==> config.mk <==
export PLATFORM = sky130hd
export DESIGN_NAME = imm_decode_pipe
export DESIGN_NICKNAME = d
export VERILOG_FILES = /design/src/rtl/imm_decode_pipe.sv
export SDC_FILE = /design/constraint.sdc
export NUM_CORES = 1
export LEC_CHECK = 0
export CORE_MARGIN = 1.5
export CORE_UTILIZATION = 46
export CTS_CLUSTER_DIAMETER = 100
export DETAILED_ROUTE_END_ITERATION = 12
export PLACE_DENSITY = 0.88
export SYNTH_ARGS = -nofsm -noshare
export SYNTH_HDL_FRONTEND = slang
export SYNTH_SLANG_ARGS = --single-unit
export TNS_END_PERCENT = 1
==> constraint.sdc <==
create_clock -name clk -period 2.1 [get_ports clk]
set_clock_uncertainty 0.2 [all_clocks]
set_input_delay 0.42 -clock clk [delete_from_list [all_inputs] [get_ports clk]]
set_output_delay 0.42 -clock clk [all_outputs]
set_load 0.02 [all_outputs]
==> src/rtl/imm_decode_pipe.sv <==
// imm_decode_pipe: opcode-driven immediate decode behind a 2-entry skid buffer.
// Optional macro IMM_ILLEGAL_DETECT_EN flags opcodes with no immediate format.
module imm_decode_pipe #(
    parameter int XLEN         = 32,
    parameter bit OPIMM32_EN_P = 1'b0
) (
    input  logic            clk,
    input  logic            rst,
    input  logic            flush,
    input  logic            in_valid,
    output logic            in_ready,
    input  logic [31:0]     instr,
    output logic            out_valid,
    input  logic            out_ready,
    output logic [XLEN-1:0] imm_ext,
    output logic [2:0]      imm_type,
    output logic            illegal
);

    typedef enum logic [2:0] {
        FMT_I    = 3'd0,
        FMT_S    = 3'd1,
        FMT_B    = 3'd2,
        FMT_U    = 3'd3,
        FMT_J    = 3'd4,
        FMT_NONE = 3'd7
    } fmt_e;

    typedef enum logic [1:0] {
        EMPTY = 2'd0,
        ONE   = 2'd1,
        FULL  = 2'd2
    } state_e;

    typedef struct packed {
        logic [XLEN-1:0] imm;
        logic [2:0]      typ;
        logic            ill;
    } entry_t;

    localparam entry_t RST_ENTRY = '{imm: '0, typ: FMT_NONE, ill: 1'b0};
    localparam bit OPIMM32_ON = OPIMM32_EN_P && (XLEN == 64);

    logic [6:0]  opcode;
    logic        is_i;
    logic        is_s;
    logic        is_b;
    logic        is_u;
    logic        is_j;
    logic [31:0] dec_imm32;
    fmt_e        dec_type;
    logic        dec_ill;
    entry_t      dec;

    assign opcode = instr[6:0];

    assign is_i = (opcode == 7'b0000011)
                || (opcode == 7'b0010011)
                || (opcode == 7'b1100111)
                || (OPIMM32_ON && (opcode == 7'b0011011));
    assign is_s = (opcode == 7'b0100011);
    assign is_b = (opcode == 7'b1100011);
    assign is_u = (opcode == 7'b0110111)
                || (opcode == 7'b0010111);
    assign is_j = (opcode == 7'b1101111);

    always_comb begin
        dec_imm32 = '0;
        dec_type  = FMT_NONE;
        dec_ill   = 1'b0;
        unique case (1'b1)
            is_i: begin
                dec_type  = FMT_I;
                dec_imm32 = {{20{instr[31]}}, instr[31:20]};
            end
            is_s: begin
                dec_type  = FMT_S;
                dec_imm32 = {{20{instr[31]}}, instr[31:25],
                             instr[11:7]};
            end
            is_b: begin
                dec_type  = FMT_B;
                dec_imm32 = {{19{instr[31]}}, instr[31], instr[7],
                             instr[30:25], instr[11:8], 1'b0};
            end
            is_u: begin
                dec_type  = FMT_U;
                dec_imm32 = {instr[31:12], 12'b0};
            end
            is_j: begin
                dec_type  = FMT_J;
                dec_imm32 = {{11{instr[31]}}, instr[31], instr[19:12],
                             instr[20], instr[30:21], 1'b0};
            end
            default: begin
`ifdef IMM_ILLEGAL_DETECT_EN
                dec_type  = FMT_NONE;
                dec_imm32 = '0;
                dec_ill   = 1'b1;
`else
                // No detection: fall back to the I-form extraction.
                dec_type  = FMT_I;
                dec_imm32 = {{20{instr[31]}}, instr[31:20]};
`endif
            end
        endcase
    end

    assign dec.imm = XLEN'($signed(dec_imm32));
    assign dec.typ = dec_type;
    assign dec.ill = dec_ill;

    state_e state_q;
    entry_t main_q;
    entry_t skid_q;
    logic   in_hs;
    logic   out_hs;

    assign in_hs  = in_valid && in_ready;
    assign out_hs = out_valid && out_ready;

    always_ff @(posedge clk) begin
        if (rst) begin
            state_q   <= EMPTY;
            out_valid <= 1'b0;
            in_ready  <= 1'b1;
            main_q    <= RST_ENTRY;
            skid_q    <= RST_ENTRY;
        end else if (flush) begin
            state_q   <= EMPTY;
            out_valid <= 1'b0;
            in_ready  <= 1'b1;
        end else begin
            unique case (state_q)
                EMPTY: begin
                    if (in_hs) begin
                        main_q    <= dec;
                        state_q   <= ONE;
                        out_valid <= 1'b1;
                    end
                end
                ONE: begin
                    if (in_hs && !out_hs) begin
                        skid_q   <= dec;
                        state_q  <= FULL;
                        in_ready <= 1'b0;
                    end else if (in_hs) begin
                        main_q <= dec;
                    end else if (out_hs) begin
                        state_q   <= EMPTY;
                        out_valid <= 1'b0;
                    end
                end
                FULL: begin
                    if (out_hs) begin
                        main_q   <= skid_q;
                        state_q  <= ONE;
                        in_ready <= 1'b1;
                    end
                end
                default: begin
                    state_q   <= EMPTY;
                    out_valid <= 1'b0;
                    in_ready  <= 1'b1;
                end
            endcase
        end
    end

    assign imm_ext  = main_q.imm;
    assign imm_type = main_q.typ;
    assign illegal  = main_q.ill;

endmodule

== After elaboration in Yosys (flattened, before gate mapping) ==
Cells that the tools add are included.

* Eq/ne operators: 15
* Mux-type cells: 20
* Bitwise gates (word level): 3
* Reduce and logical (&&, ||, !) cells: 13

{| class="wikitable"
|+ Operator list
! kind !! count
|-
| 31-bit one-hot mux with 4 select lines || 1
|-
| 36-bit two-way mux || 3
|-
| 36-bit one-hot mux with 3 select lines || 1
|-
| 7-bit by 6-bit == test with 1-bit output (second input constant) || 2
|-
| 7-bit == test (second input constant) || 2
|-
| 2-bit != test (second input constant) || 6
|-
| 3-bit one-hot mux with 4 select lines || 1
|-
| 2-bit two-way mux || 5
|-
| 4-bit AND reduction || 2
|-
| 7-bit by 5-bit == test with 1-bit output (second input constant) || 1
|-
| 1-bit two-way mux || 6
|-
| 3-bit != test (second input constant) || 2
|-
| 1-bit one-hot mux with 3 select lines || 2
|-
| 2-bit one-hot mux with 3 select lines || 1
|-
| 3-bit AND reduction || 2
|-
| 5-bit AND reduction || 1
|-
| 1-bit logical AND || 3
|-
| 1-bit inverter || 3
|-
| 3-bit nonzero test || 1
|-
| 2-bit by 1-bit == test with 1-bit output (second input constant) || 1
|-
| 2-bit == test (second input constant) || 1
|-
| 2-bit logical NOT || 1
|-
| 2-bit OR reduction || 1
|-
| 1-bit logical NOT || 1
|-
| 1-bit logical OR || 1
|}

* Register bits: 75
* Bits of input ports: 37
* Output and inout bits: 38
* Word-level logic and storage cells: 59

== Logic depth before layout (Yosys ltp) ==
Gate-level depths: netlist of run 1.

* Depth after elaboration: 6
* Gate-level depth with buffers: 9

== Worst setup path after synthesis of run 1 ==
No wires, ideal clock.

* Path kind: reg2reg
* Start: register out_valid
* End: register main_q (netlist bit imm_ext[12])
* Data arrival time: 1759 ps
* Setup slack: 68 ps
* Cell stages (with the launch flop): 8
* Clock period less this slack: 2032 ps
* Cell sequence: dfxtp_1 -> nand2_1 -> a21boi_1 -> or2_1 -> clkbuf_1 -> or3_1 -> buf_6 -> o211ai_2

* Longest elaborated chain between the ends: 5

{| class="wikitable"
|+ Ends and longest elaborated chain
! item !! RTL line !! source
|-
| start: declaration || 13 || <nowiki>output logic out_valid,</nowiki>
|-
| start signal: assignment || 125 || <nowiki>out_valid <= 1'b0;</nowiki>
|-
| start signal: assignment || 131 || <nowiki>out_valid <= 1'b0;</nowiki>
|-
| start signal: assignment || 139 || <nowiki>out_valid <= 1'b1;</nowiki>
|-
| 1-bit logical AND (*) || 120 || <nowiki>assign out_hs = out_valid && out_ready;</nowiki>
|-
| 1-bit logical NOT || 143 || <nowiki>if (in_hs && !out_hs) begin</nowiki>
|-
| 1-bit logical AND || 143 ||
|-
| 2-bit != test (no source line) || - ||
|-
| 4-bit AND reduction (no source line) (*) || - ||
|-
| end signal: assignment || 156 || <nowiki>main_q <= skid_q;</nowiki>
|-
| end: declaration || 114 || <nowiki>entry_t main_q;</nowiki>
|}

Mark *: on every way between the ends. The rest lies on a longest branch, timed or not.
A chain may end at the register's enable or synchronous reset.

== Worst setup path after layout of run 1 ==
* Start: input port instr[3]
* End: register main_q (netlist bit imm_ext[3])

* Longest elaborated chain between the ends: 6

{| class="wikitable"
|+ Ends and longest elaborated chain
! item !! RTL line !! source
|-
| start: declaration || 12 || <nowiki>input logic [31:0] instr,</nowiki>
|-
| 7-bit by 6-bit == test with 1-bit output / 7-bit by 5-bit == test with 1-bit output (equally long branches) || 63, 64 ||
|-
| 1-bit logical OR || 64 || <nowiki>|| (opcode == 7'b0010111);</nowiki>
|-
| 31-bit one-hot mux with 4 select lines (*) || 71 || <nowiki>unique case (1'b1)</nowiki>
|-
| 36-bit two-way mux (*) || 136, 147 ||
|-
| 36-bit two-way mux || 143 ||
|-
| 36-bit one-hot mux with 3 select lines (*) || 134 || <nowiki>unique case (state_q)</nowiki>
|}

Mark *: on every way between the ends. The rest lies on a longest branch, timed or not. The select of a mux whose other input is x is not followed.

==> results of run 1 <==
==> cell usage in the layout (no fill, tap or decap), types with 2 or more instances in the layout <==
cell	n
dfxtp_1	73
clkdlybuf4s50_1	71
nor2_1	52
a211oi_1	32
buf_4	26
nand2_1	23
a21oi_1	21
nand3b_1	20
nor3_1	15
nand3_1	14
o41ai_1	10
clkbuf_8	10
nand4b_1	9
o211ai_2	8
a311oi_1	7
a211o_1	6
buf_12	5
and2_1	4
a211oi_2	4
o21a_1	4
a221o_1	4
o211ai_1	4
a221oi_1	4
nand2b_1	3
and3b_1	3
a31oi_1	3
and3_1	3
o22ai_1	3
and4b_1	2
a21oi_2	2
bufinv_16	2
clkinv_2	2
==> final timing paths <==
path,from,endpoint,slack (ns)
min,skid_q[13],skid_q[13],0.26
min reg2reg,skid_q[13],skid_q[13],0.26
max,instr[3],imm_ext[3],0.05
max reg2reg,state_q[0],imm_ext[12],0.14
==> cells by family (layout without fill, tap and decap cells) <==
group	Yosys count	in the layout	synth area share (%)
and+or+nand+nor	159	159	24.5
buffers and inverters	42	122	5.17
other	1	1	0.110
xor gates and xnor gates	1	1	0.257
AOI/OAI and AO/OA	118	118	26.5
DFF	74	74	43.4
==> layer usage <==
layer	GRT usage [%]	share of wire (%)	up-vias
li1	-	-	1625
met1	30.5	44	1596
met2	38.7	48	131
met3	4.25	6.0	20
met4	9.09	1.9	0
met5	0	0	-
==> power groups by stage <==
stage / combinational (W) / sequential (W) / clock (W)
floorplan: 0.000201 / 0.00158 / 0
global placement: 0.000486 / 0.00153 / 0
detailed placement: 0.000499 / 0.00153 / 0
CTS: 0.000502 / 0.00150 / 0.00122
global route: 0.000551 / 0.00151 / 0.00128
finish: 0.000515 / 0.00150 / 0.00120
==> registers in the layout, indices dropped and copies added (netlist names) <==
| register | cells |
|---|---|
| imm_ext | 32 |
| in_ready | 1 |
| out_valid | 1 |
| skid_q | 35 |
| state_q | 2 |
| imm_type | 3 |
==> per-stage QoR <==
| stage | hold slack (ns) | setup slack [ns] | instance area (um2) | TNS, ns |
|---|---|---|---|---|
| CTS | 0.260 | 0.00767 | 4610 | 0 |
| global placement | 0.242 | -0.291 | 4390 | -13.52 |
| global route | 0.272 | -0.0193 | 4680 | -0.0454 |
| floorplan | 0.236 | 0.0679 | 3410 | 0 |
| detailed placement | 0.249 | -0.368 | 4390 | -16.20 |
| finish | 0.260 | 0.0524 | 4680 | 0 |
==> critical path, delay by kind of cell <==
kind	cells	cell delay (ns)
buffers and inverters	2	0.63
AO/OA/AOI/OAI	3	0.53
AND/OR/NAND/NOR	2	0.47
==> final cells by class <==
type | instances | area [um2] | share of cell area [%]
Multi-Input combinational cell | 279 | 1820 | 38.8
Sequential cell | 74 | 1480 | 31.7
Timing Repair Buffer | 105 | 1030 | 22.1
Clock buffer | 11 | 141 | 3.02
Tap cell | 99 | 124 | 2.65
Clock inverter | 5 | 77.6 | 1.66
Inverter | 1 | 3.75 | 0.0802
==> repair_timing <==
item | 4_1_cts | 5_1_grt
setup buffers | 0 | 1
gates resized for setup | 1 | 18
pin swaps | 0 | 6
endpoints found under the setup margin | 3 | 30
==> results.json, run 1 <==
{
  "status": "complete, no violations",
  "power_w": 0.00322,
  "rows": 31,
  "grt_max_degree": 50,
  "period_share_pct": 97.5,
  "final_util_pct": 64.9,
  "clk_pin_slew_ns": 0.07,
  "cts-root-buf": "clkbuf_8",
  "place.port_buffers": 73,
  "synth.distinct_cells": 43,
  "hp-class": "flop to flop",
  "yosysMostFrequentCell": "dfxtp_1",
  "drv_cap": 0,
  "drive_gt1_share_pct": 15.6,
  "slew_violations": 0,
  "ys_ff_latch": 74,
  "netlist.area_leader.share_pct": 43.4,
  "die_area_um2": 7940,
  "startpoint_type": "input pin",
  "routed_via_density": 5.87,
  "fmaxAchievable_ghz": 0.488,
  "postRouteWirelength_um": 9100,
  "final_cells": 574,
  "power.density_nw_per_um2": 687,
  "cp_slowest_stage_delay_ns": 0.48,
  "gp_congestion": 0.931,
  "r2r_cells": 6,
  "holdPathStages": 2,
  "cts_tree": "done",
  "cp_slowest_cell": "clkdlybuf4s50_1",
  "final_nets": 507,
  "clock_path_buffers": 2,
  "syn_inst": 395,
  "coreArea_um2": 7210,
  "clk_latency_ns": 0.34,
  "drc": 0,
  "grt_pass1_wl_um": 14600,
  "p_clk_share_pct": 37.4,
  "routedWlPerCell_um": 15.8,
  "dr.first_iter.drc_count": 243,
  "dr.pass1.iters": 7,
  "cp.required_ns": 2.10,
  "vias": 3372,
  "p_switching_w": 0.000801,
  "cts.sinks": 74,
  "comb_power_share_pct": 16.0,
  "hold_buffers": 0,
  "hpwl_um": 6010,
  "fin_crit_ns": 2.05,
  "dp_cells": 557,
  "die_height_um": 89.1,
  "ys_warn_count": 0,
  "die_w_um": 89.1,
  "nFillCells": 594,
  "antenna_cells": 0,
  "yosys-top-cells-area": "dfxtp_1, a211oi_1, nor2_1, nand3b_1, clkbuf_1",
  "ys.flop_type": "dfxtp_1",
  "netlist_area_um2": 3410,
  "htreeDepth": 3,
  "synth-edff-count": 0,
  "grt_pass1_vias": 3137,
  "rsz0062_at_grt": "yes",
  "overflow": 0,
  "initial_core_util_pct": 47.3,
  "arrival_ns": 2.05,
  "synth_common_cells": "dfxtp_1, nor2_1, a211oi_1",
  "synth_top_area_cell": "dfxtp_1",
  "yosysSeqAreaShare_pct": 43.4,
  "internal-power_w": 0.00242,
  "antenna_left": 0,
  "grt_usage_pct": 23.4,
  "switching_share_pct": 24.9,
  "irDropWorstVdd_uv": 523,
  "power_frac_seq_pct": 46.6,
  "cts_buffers": 9,
  "finalSetupViolCount": 0,
  "leakagePower_nw": 1.68,
  "layout-area-overhead-vs-synth_pct": 37.2,
  "timing.setup.critical_path_class": "input pin to flop",
  "syn-num-nets": 432,
  "worstPathCellList": "clkdlybuf4s50_1, and3b_1, and2_2, buf_4, a221o_1, o211ai_1, a21oi_1",
  "syn_area_per_cell_um2": 8.63,
  "synthArstFlopShare_pct": 0,
  "worstPathMaxFanout": 7,
  "io_pins": 75,
  "worstSetupEndpointType": "flop",
  "hold_viol_final": 0,
  "grt_antenna_before_repair": 0
}
No activity file was read; power rests on OpenSTA's default activity.
==> inputs of run 2 (changes only) <==
CORE_ASPECT_RATIO = 0.6   (was unset)
==> results.json, run 2 (synthesized netlist as in run 1, its figures left out) <==
{
  "hp-start": "imm_ext[2]",
  "cp_slowest_cell": "clkdlybuf4s50_1",
  "grt_usage_pct": 24.8,
  "final_nets": 504,
  "startpoint_type": "input pin",
  "cp_slowest_stage_delay_ns": 0.53,
  "drc": 0,
  "path_buf_inv": 2,
  "grt_pass1_wl_um": 15600,
  "drv_cap": 0,
  "power.density_nw_per_um2": 734,
  "cts_setup_buffers": 0,
  "holdPathStages": 2,
  "switching_share_pct": 24.9,
  "top_register": "skid_q",
  "internal-power_w": 0.00256,
  "cts_tree": "done",
  "r2r_end": "imm_type[2]",
  "hold_end": "imm_ext[2]",
  "hp-class": "flop to flop",
  "hold_viol_final": 0,
  "die_w_um": 114,
  "leakagePower_nw": 1.68,
  "worstMarginPinSlew_ns": 0.645,
  "die_area_um2": 7960,
  "routed_via_density": 6.11,
  "antenna_left": 0,
  "timing.setup.critical_path_class": "input pin to flop",
  "worstPathMaxFanout": 22,
  "cts-root-buf": "clkbuf_16",
  "gp_congestion": 0.820,
  "cp.required_ns": 2.11,
  "initial_core_util_pct": 47.3,
  "worstPathCellList": "clkdlybuf4s50_1, and3b_1, nand2_1, and2_0, buf_12, a211oi_1, o41ai_1",
  "clk_latency_ns": 0.34,
  "drive_gt1_share_pct": 13.0,
  "p_switching_w": 0.000852,
  "worstSetupStartpoint": "instr[2]",
  "dr.pass1.iters": 5,
  "layout_setup_ws_ns": -0.0337,
  "htreeDepth": 3,
  "cts_buffers": 9,
  "antenna_cells": 0,
  "coreArea_um2": 7210,
  "grt_max_degree": 48,
  "critical-path-top-delay-family": "buffers and inverters",
  "rr_startpoint": "state_q[1]",
  "layout-area-overhead-vs-synth_pct": 36.5,
  "vias": 3432,
  "io_pins": 75,
  "comb_power_share_pct": 14.7,
  "hold_buffers": 0,
  "worstSetupEndpointType": "flop",
  "clk_pin_slew_ns": 0.06,
  "p_clk_share_pct": 41.4,
  "power_frac_seq_pct": 44.0,
  "largest_reg_flops": 35,
  "fmaxAchievable_ghz": 0.469,
  "postRouteWirelength_um": 9370,
  "grt_pass1_vias": 3217,
  "rows": 24,
  "fin_crit_ns": 2.13,
  "whs_ns": 0.257,
  "dr.first_iter.drc_count": 295,
  "place_ws_ns": -0.351,
  "routedWlPerCell_um": 16.7,
  "grt_antenna_before_repair": 0,
  "r2r_cells": 6,
  "r2r_slack_ns": 0.12,
  "hpwl_um": 6170,
  "status": "finished with violations",
  "irDropWorstVdd_uv": 437,
  "place.port_buffers": 73,
  "final_cell_mix": "dfxtp_1, clkdlybuf4s50_1, nor2_1",
  "rsz0062_at_grt": "yes",
  "mostFrequentLayoutCell": "dfxtp_1",
  "die_height_um": 69.7,
  "arrival_ns": 2.14,
  "clock_path_buffers": 2,
  "violations": "setup timing",
  "period_share_pct": 102,
  "finalSetupViolCount": 6,
  "relSlewSlack_pct": 56.7,
  "overflow": 0,
  "slew_violations": 0,
  "cts.sinks": 74
}
-- run 2: changes by cell type in the layout (fill, tap and decap cells not counted), sizes merged --
cell | previous run | this run
bufinv | 2 | 0
clkbuf | 11 | 12
clkinvlp | 1 | 0
buf | 33 | 30
clkinv | 2 | 3
-- run 2: layer usage --
layer | routed length, um | part of all wire, % | global-route usage (%) | up-vias
met5 | 0 | 0 | 0 | -
met4 | 109 | 1.2 | 6.81 | 0
met3 | 673 | 7.2 | 7.17 | 12
met2 | 4390 | 47 | 38.4 | 141
met1 | 4210 | 45 | 33.8 | 1659
li1 | - | - | - | 1620
-- run 2: cell type report --
type	count	area [um2]
clock inverter	3	15.0
timing repair buffer	102	1020
multi-input combinational	279	1770
tap	91	114
sequential	74	1480
inverter	1	3.75
clock buffer	12	256
fill	598	2550
-- run 2: how the worst max path moves through the flow --
stage	to	slack, ns	depth (start not counted)
after global placement	imm_type[0]	-0.34	6
after CTS	imm_type[2]	0.02	7
final	imm_ext[21]	-0.03	7
after detailed placement	imm_ext[18]	-0.35	7
after global routing	imm_ext[24]	-0.17	7
after floorplan	imm_ext[12]	0.07	7
-- run 2: worst min-delay path, delay by kind of cell, from the launching register on --
family	cells	cell delay [ns]
DFF	1	0.31
and+or+nand+nor	1	0.05
AOI/OAI and AO/OA	1	0.05
-- run 2: timing repair --
item,CTS,global route
endpoints found under the setup margin,3,46
resized for setup,2,7
pin swaps,0,1
-- run 2: power groups by stage --
stage	clock network, W	logic, W	registers (W)
after floorplan	0	0.000201	0.00158
after global placement	0	0.000484	0.00153
after detailed placement	0	0.000494	0.00153
after CTS	0.00144	0.000499	0.00150
after global routing	0.00150	0.000537	0.00151
final	0.00141	0.000501	0.00150
-- run 2: metrics by stage --
step	instance area [um2]	cells	setup TNS [ns]	utilization [%]	total power, W
after floorplan	3410	395	0	-	0.00178
after global placement	4360	547	-14.72	60.5	0.00201
after detailed placement	4360	547	-17.21	60.5	0.00203
after CTS	4640	562	0	64.3	0.00344
after global routing	4650	562	-2.65	64.6	0.00354
final	4650	562	-0.0867	64.6	0.00342
